==> config.mk <==
export PLATFORM = sky130hd
export DESIGN_NAME = fir_mac_engine
export DESIGN_NICKNAME = d
export VERILOG_FILES = /design/src/rtl/fir_mac_engine.sv
export SDC_FILE = /design/constraint.sdc
export NUM_CORES = 2
export LEC_CHECK = 0
export BUFFER_PORTS_ARGS = -buffer_cell sky130_fd_sc_hd__buf_4
export CAP_MARGIN = 40
export CORE_UTILIZATION = 55
export CTS_BUF_LIST = sky130_fd_sc_hd__clkbuf_4 sky130_fd_sc_hd__clkbuf_8
export CTS_CLUSTER_DIAMETER = 100
export DETAILED_ROUTE_END_ITERATION = 6
export PLACE_DENSITY = 0.68
export SLEW_MARGIN = 20
export SYNTH_ARGS = -nofsm -noshare
export SYNTH_HDL_FRONTEND = slang
export SYNTH_SLANG_ARGS = --single-unit
==> constraint.sdc <==
create_clock -name clk -period 13.2 [get_ports clk]
set_clock_uncertainty 0.05 [all_clocks]
set_input_delay 2.64 -clock clk [delete_from_list [all_inputs] [get_ports clk]]
set_output_delay 2.64 -clock clk [all_outputs]
set_load 0.02 [all_outputs]
==> src/rtl/fir_mac_engine.sv <==
// Time-multiplexed single-multiplier FIR: one full convolution per accepted Q1.15 sample.
// Emits the full-precision accumulator; rounding and saturation happen downstream.
module fir_mac_engine #(
  parameter int DATA_WIDTH  = 16,
  parameter int COEFF_WIDTH = 20,
  parameter int COEFF_FRAC  = 17,
  parameter int NUM_TAPS    = 32,
  parameter int ACC_WIDTH   = 42
) (
  input  logic                              clk,
  input  logic                              rst_n,
  input  logic signed [DATA_WIDTH-1:0]      data_in,
  input  logic                              valid_in,
  output logic                              ready,
  input  logic                              coeff_wr_en,
  input  logic [$clog2(NUM_TAPS)-1:0]       coeff_addr,
  input  logic signed [COEFF_WIDTH-1:0]     coeff_data,
  output logic signed [ACC_WIDTH-1:0]       acc_out,
  output logic                              valid_out,
  output logic                              overrun,
  output logic                              coeff_wr_err
);
  // state | meaning
  // IDLE  | waiting for a sample, coefficient writes allowed
  // MAC   | one product per cycle, accumulating the previous one
  // FLUSH | add the last product, load acc_out
  // OUT   | result valid; may accept the next sample like IDLE

  localparam int TAP_W  = $clog2(NUM_TAPS);
  localparam int PROD_W = DATA_WIDTH + COEFF_WIDTH;
  localparam logic [TAP_W-1:0] TAP_LAST = TAP_W'(NUM_TAPS - 1);

  if ((NUM_TAPS < 2) || (NUM_TAPS > 64) || ((NUM_TAPS & (NUM_TAPS - 1)) != 0) ||
      (ACC_WIDTH < PROD_W + TAP_W) || (DATA_WIDTH - 1 + COEFF_FRAC != 32)) begin : g_bad_params
    $error("fir_mac_engine: unsupported parameter combination");
  end

  typedef enum logic [1:0] {IDLE, MAC, FLUSH, OUT} state_t;
  state_t state, state_nxt;

  logic signed [DATA_WIDTH-1:0]  dline [NUM_TAPS];
  logic signed [COEFF_WIDTH-1:0] coeff [NUM_TAPS];
  logic [TAP_W-1:0]              wr_ptr, base, tap, rd_idx;
  logic signed [PROD_W-1:0]      prod, prod_nxt, x_ext, h_ext;
  logic signed [ACC_WIDTH-1:0]   acc, prod_ext;
  logic                          accept, coeff_we;

  assign ready    = (state == IDLE) || (state == OUT);
  assign accept   = ready && valid_in;
  assign coeff_we = ready && coeff_wr_en;
  // Newest sample sits at base; older taps walk backwards around the circular line.
  assign rd_idx   = base - tap;
  assign x_ext    = {{COEFF_WIDTH{dline[rd_idx][DATA_WIDTH-1]}}, dline[rd_idx]};
  assign h_ext    = {{DATA_WIDTH{coeff[tap][COEFF_WIDTH-1]}}, coeff[tap]};
  assign prod_nxt = x_ext * h_ext;
  assign prod_ext = {{(ACC_WIDTH-PROD_W){prod[PROD_W-1]}}, prod};

  always_ff @(posedge clk or negedge rst_n) begin
    if (!rst_n) state <= IDLE;
    else        state <= state_nxt;
  end

  always_comb begin
    state_nxt = state;
    case (state)
      IDLE, OUT: state_nxt = valid_in ? MAC : IDLE;
      MAC:       if (tap == TAP_LAST) state_nxt = FLUSH;
      FLUSH:     state_nxt = OUT;
      default:   state_nxt = IDLE;
    endcase
  end

  always_ff @(posedge clk or negedge rst_n) begin
    if (!rst_n) begin
      for (int i = 0; i < NUM_TAPS; i++) begin
        dline[i] <= '0;
        coeff[i] <= '0;
      end
      wr_ptr <= '0;
    end else begin
      if (accept) begin
        dline[wr_ptr] <= data_in;
        wr_ptr        <= wr_ptr + TAP_W'(1);
      end
      if (coeff_we) coeff[coeff_addr] <= coeff_data;
    end
  end

  always_ff @(posedge clk or negedge rst_n) begin
    if (!rst_n) begin
      base         <= '0;
      tap          <= '0;
      prod         <= '0;
      acc          <= '0;
      acc_out      <= '0;
      valid_out    <= 1'b0;
      overrun      <= 1'b0;
      coeff_wr_err <= 1'b0;
    end else begin
      valid_out    <= 1'b0;
      overrun      <= valid_in && !ready;
      coeff_wr_err <= coeff_wr_en && !ready;
      case (state)
        IDLE, OUT: begin
          if (accept) begin
            base <= wr_ptr;
            tap  <= '0;
            acc  <= '0;
          end
        end
        MAC: begin
          prod <= prod_nxt;
          tap  <= tap + TAP_W'(1);
          // The product register is still empty on the first MAC cycle.
          if (tap != '0) acc <= acc + prod_ext;
        end
        FLUSH: begin
          acc       <= acc + prod_ext;
          acc_out   <= acc + prod_ext;
          valid_out <= 1'b1;
        end
        default: ;
      endcase
    end
  end
endmodule
==> out/metrics.cfg <==
[grt]
grt_max_degree = 177
grt_pass1_wl_um = 273000
grt_overflow = 0
antenna_found_initial = 5
track_usage = 0.273
gr-max-usage-layer = met2
met3_usage = 0.0478
met2_usage = 0.446
first_global_vias = 45800
met1_usage = 0.377

[drt]
wl_per_cell_um = 24.1
routed_wl_um = 171000
first_pass_iters = 5
drtIter0Drc = 2659
antenna_left = 0
vias_per_cell = 5.94
post-route-drc-count = 0
vias = 42100

[placed_design]
gp_congestion = 0.872
port_buffers = 90
dp_hpwl_um = 110000

[finish]
fill_cells = 9803
layout_common_cells = 1288 x dfrtp_1, 1234 x mux2_2, 363 x inv_1, 360 x mux4_2, 320 x fa_1
final_nets = 5697
area_delta_synth_final_pct = 10.5
drive_gt1_frac = 0.428
layout_commonest_cell = dfrtp_1

[cts]
clock_latency_ns = 0.94
cts-root-buf = clkbuf_8
path_clk_slew_ns = 0.06
cts_max_level = 4
post_cts_buffers = 0
cts_hold_buf = 0
cts_tree = yes
ctsResizeCount = 0
clockBufferDepth = 3
cts_buffers = 211
cts.sinks = 1292

[logic_synthesis]
synthArstFlopShare = 1.00
synth_edf_count = 0
syn_nets = 5634
syn-cell-area_um2 = 71300
ys_ff_latch = 1292
postSynthCellCount = 5125
synth_warnings = 0
postSynthAreaPerCell_um2 = 13.9
ys_types = 73
synth-seq-area-share = 0.454
synthFlopType = dfrtp_1

[critical_path]
rr_endpoint = prod[35]
worstSetupStartpointType = flop
cpMostUsedCell = fa_1
critical_path_class = reg2reg
rrSetupSlack_ns = 3.06
worstPathRequired_ns = 13.93
r2r_cells = 29
arrival_ns = 10.86
end_kind = flop
critPathSlowestCell = fa_1
cp_slowest_stage_delay_ns = 0.90
timing.rr.start = tap[2]
critPathMaxFanout = 20

[timing]
tightest_slew_ns = 1.06
period_share = 0.768
slew_violations = 0
rsz0062_at_grt = false
setup_viol_count_final = 0
slew_headroom = 0.294
hold_viol = 0
fin_tns_setup_ns = 0
fmax_mhz = 98.6
period_needed_ns = 10.14

[floorplan]
rows = 131
dieArea_um2 = 131000
core_um2 = 128000
die_w_um = 362
io_pins = 91
dieHeight_um = 362
start_util = 0.557

[job]
cap_violations = 0

[worst_hold_path]
hp-class = reg2reg
min_path_cells = 2
hp-start = base[2]
min_to = base[2]

[run_status]
status = finished, final reports clean

-- synth_stat cells, types with 5 or more instances --
master / number / share of area
dfrtp_1: 1292 / 0.45
mux2_2: 1234 / 0.20
inv_1: 363 / 0.019
mux4_2: 360 / 0.11
fa_1: 321 / 0.090
clkbuf_1: 269 / 0.014
nand2_1: 234 / 0.012
nor2_1: 204 / 0.011
ha_1: 143 / 0.025
a21oi_1: 68 / 0.0048
xnor2_1: 56 / 0.0069
buf_2: 54 / 0.0038
o21ai_0: 46 / 0.0032
nor2b_1: 44 / 0.0039
a21o_1: 41 / 0.0043
buf_1: 36 / 0.0019
a22o_1: 34 / 0.0042
xor2_1: 26 / 0.0032
nand2b_1: 25 / 0.0022
inv_2: 24 / 0.0013
and2_1: 21 / 0.0018
nor3_1: 18 / 0.0013
nand3_1: 16 / 0.0011
o21ai_1: 15 / 0.0011
and3_1: 14 / 0.0012
nand4_1: 14 / 0.0012
mux2i_1: 12 / 0.0017
a211oi_1: 10 / 0.0011
o21a_1: 10 / 0.0011
o21bai_1: 10 / 0.0011
mux2i_2: 8 / 0.0015
nand3b_1: 7 / 0.00074
a31oi_1: 6 / 0.00053
buf_4: 6 / 0.00063
nor4_1: 6 / 0.00053
o31ai_1: 6 / 0.00063
a211o_1: 5 / 0.00061
or3_1: 5 / 0.00044
-- worst max path at each step --
stage,startpoint,to,cells after the start
floorplan,tap[1],prod[35],35
global placement,tap[0],prod[35],26
detailed placement,tap[2],prod[35],29
CTS,tap[2],prod[35],29
global route,tap[2],prod[35],29
finish,tap[2],prod[35],29
-- critical path, delay by kind of cell, from the launching register on --
| family | cells | cell delay [ns] |
|---|---|---|
| fa+ha+maj | 8 | 4.53 |
| buf+inv | 6 | 1.63 |
| mux | 3 | 1.34 |
| compound gates | 6 | 1.17 |
| simple gates | 4 | 0.60 |
| flops | 1 | 0.44 |
| xor+xnor | 2 | 0.24 |
-- area by class of cell --
| type | instances | area (um^2) | share of cell area |
|---|---|---|---|
| Multi-Input combinational cell | 3079 | 36200 | 0.460 |
| Sequential cell | 1292 | 32300 | 0.411 |
| Clock buffer | 337 | 4200 | 0.0534 |
| Tap cell | 1729 | 2160 | 0.0275 |
| Timing Repair Buffer | 217 | 1980 | 0.0252 |
| Inverter | 387 | 1450 | 0.0185 |
| Clock inverter | 35 | 382 | 0.00485 |
| Antenna cell | 1 | 2.50 | 0.0000318 |
-- through the flow --
stage	std cells	setup slack, ns	util	hold WS, ns	cell area, um^2
after CTS	7070	2.99	0.614	0.441	78600
after floorplan	5125	3.98	-	0.403	71300
after global routing	7077	2.48	0.615	0.460	78700
final	7077	3.06	0.615	0.442	78700
after detailed placement	6698	2.98	0.578	0.430	74000
after global placement	6682	2.78	0.575	0.416	73700
-- sequential cells by signal, indices dropped and copies added, names as in the netlist --
| register | cells |
|---|---|
| prod | 36 |
| coeff_wr_err | 1 |
| wr_ptr | 5 |
| base | 5 |
| overrun | 1 |
| state | 2 |
| valid_out | 1 |
| dline | 512 |
| acc_out | 42 |
| tap | 5 |
| acc | 42 |
| coeff | 640 |
-- layer usage --
metal | routed length, um | up-vias
met5 | 27 | -
met4 | 4360 | 4
met3 | 7920 | 287
met2 | 84200 | 1027
met1 | 74400 | 22600
li1 | - | 18200
-- kinds of logic (layout without fill, tap and decap cells) --
| logic type | count (synthesis) | count (layout) | synth area share |
|---|---|---|---|
| AO/OA/AOI/OAI | 293 | 293 | 0.0282 |
| XOR/XNOR | 82 | 82 | 0.0101 |
| adder cells (fa/ha/maj) | 464 | 464 | 0.115 |
| buffers and inverters | 754 | 976 | 0.0412 |
| flip-flops | 1292 | 1292 | 0.454 |
| multiplexers | 1614 | 1614 | 0.312 |
| other | 0 | 1 | 0 |
| AND/OR/NAND/NOR | 626 | 626 | 0.0395 |
Power is left out: the tool's default activity adds up to more than one toggle a clock period on the data nets, which glitch-free logic cannot reach.
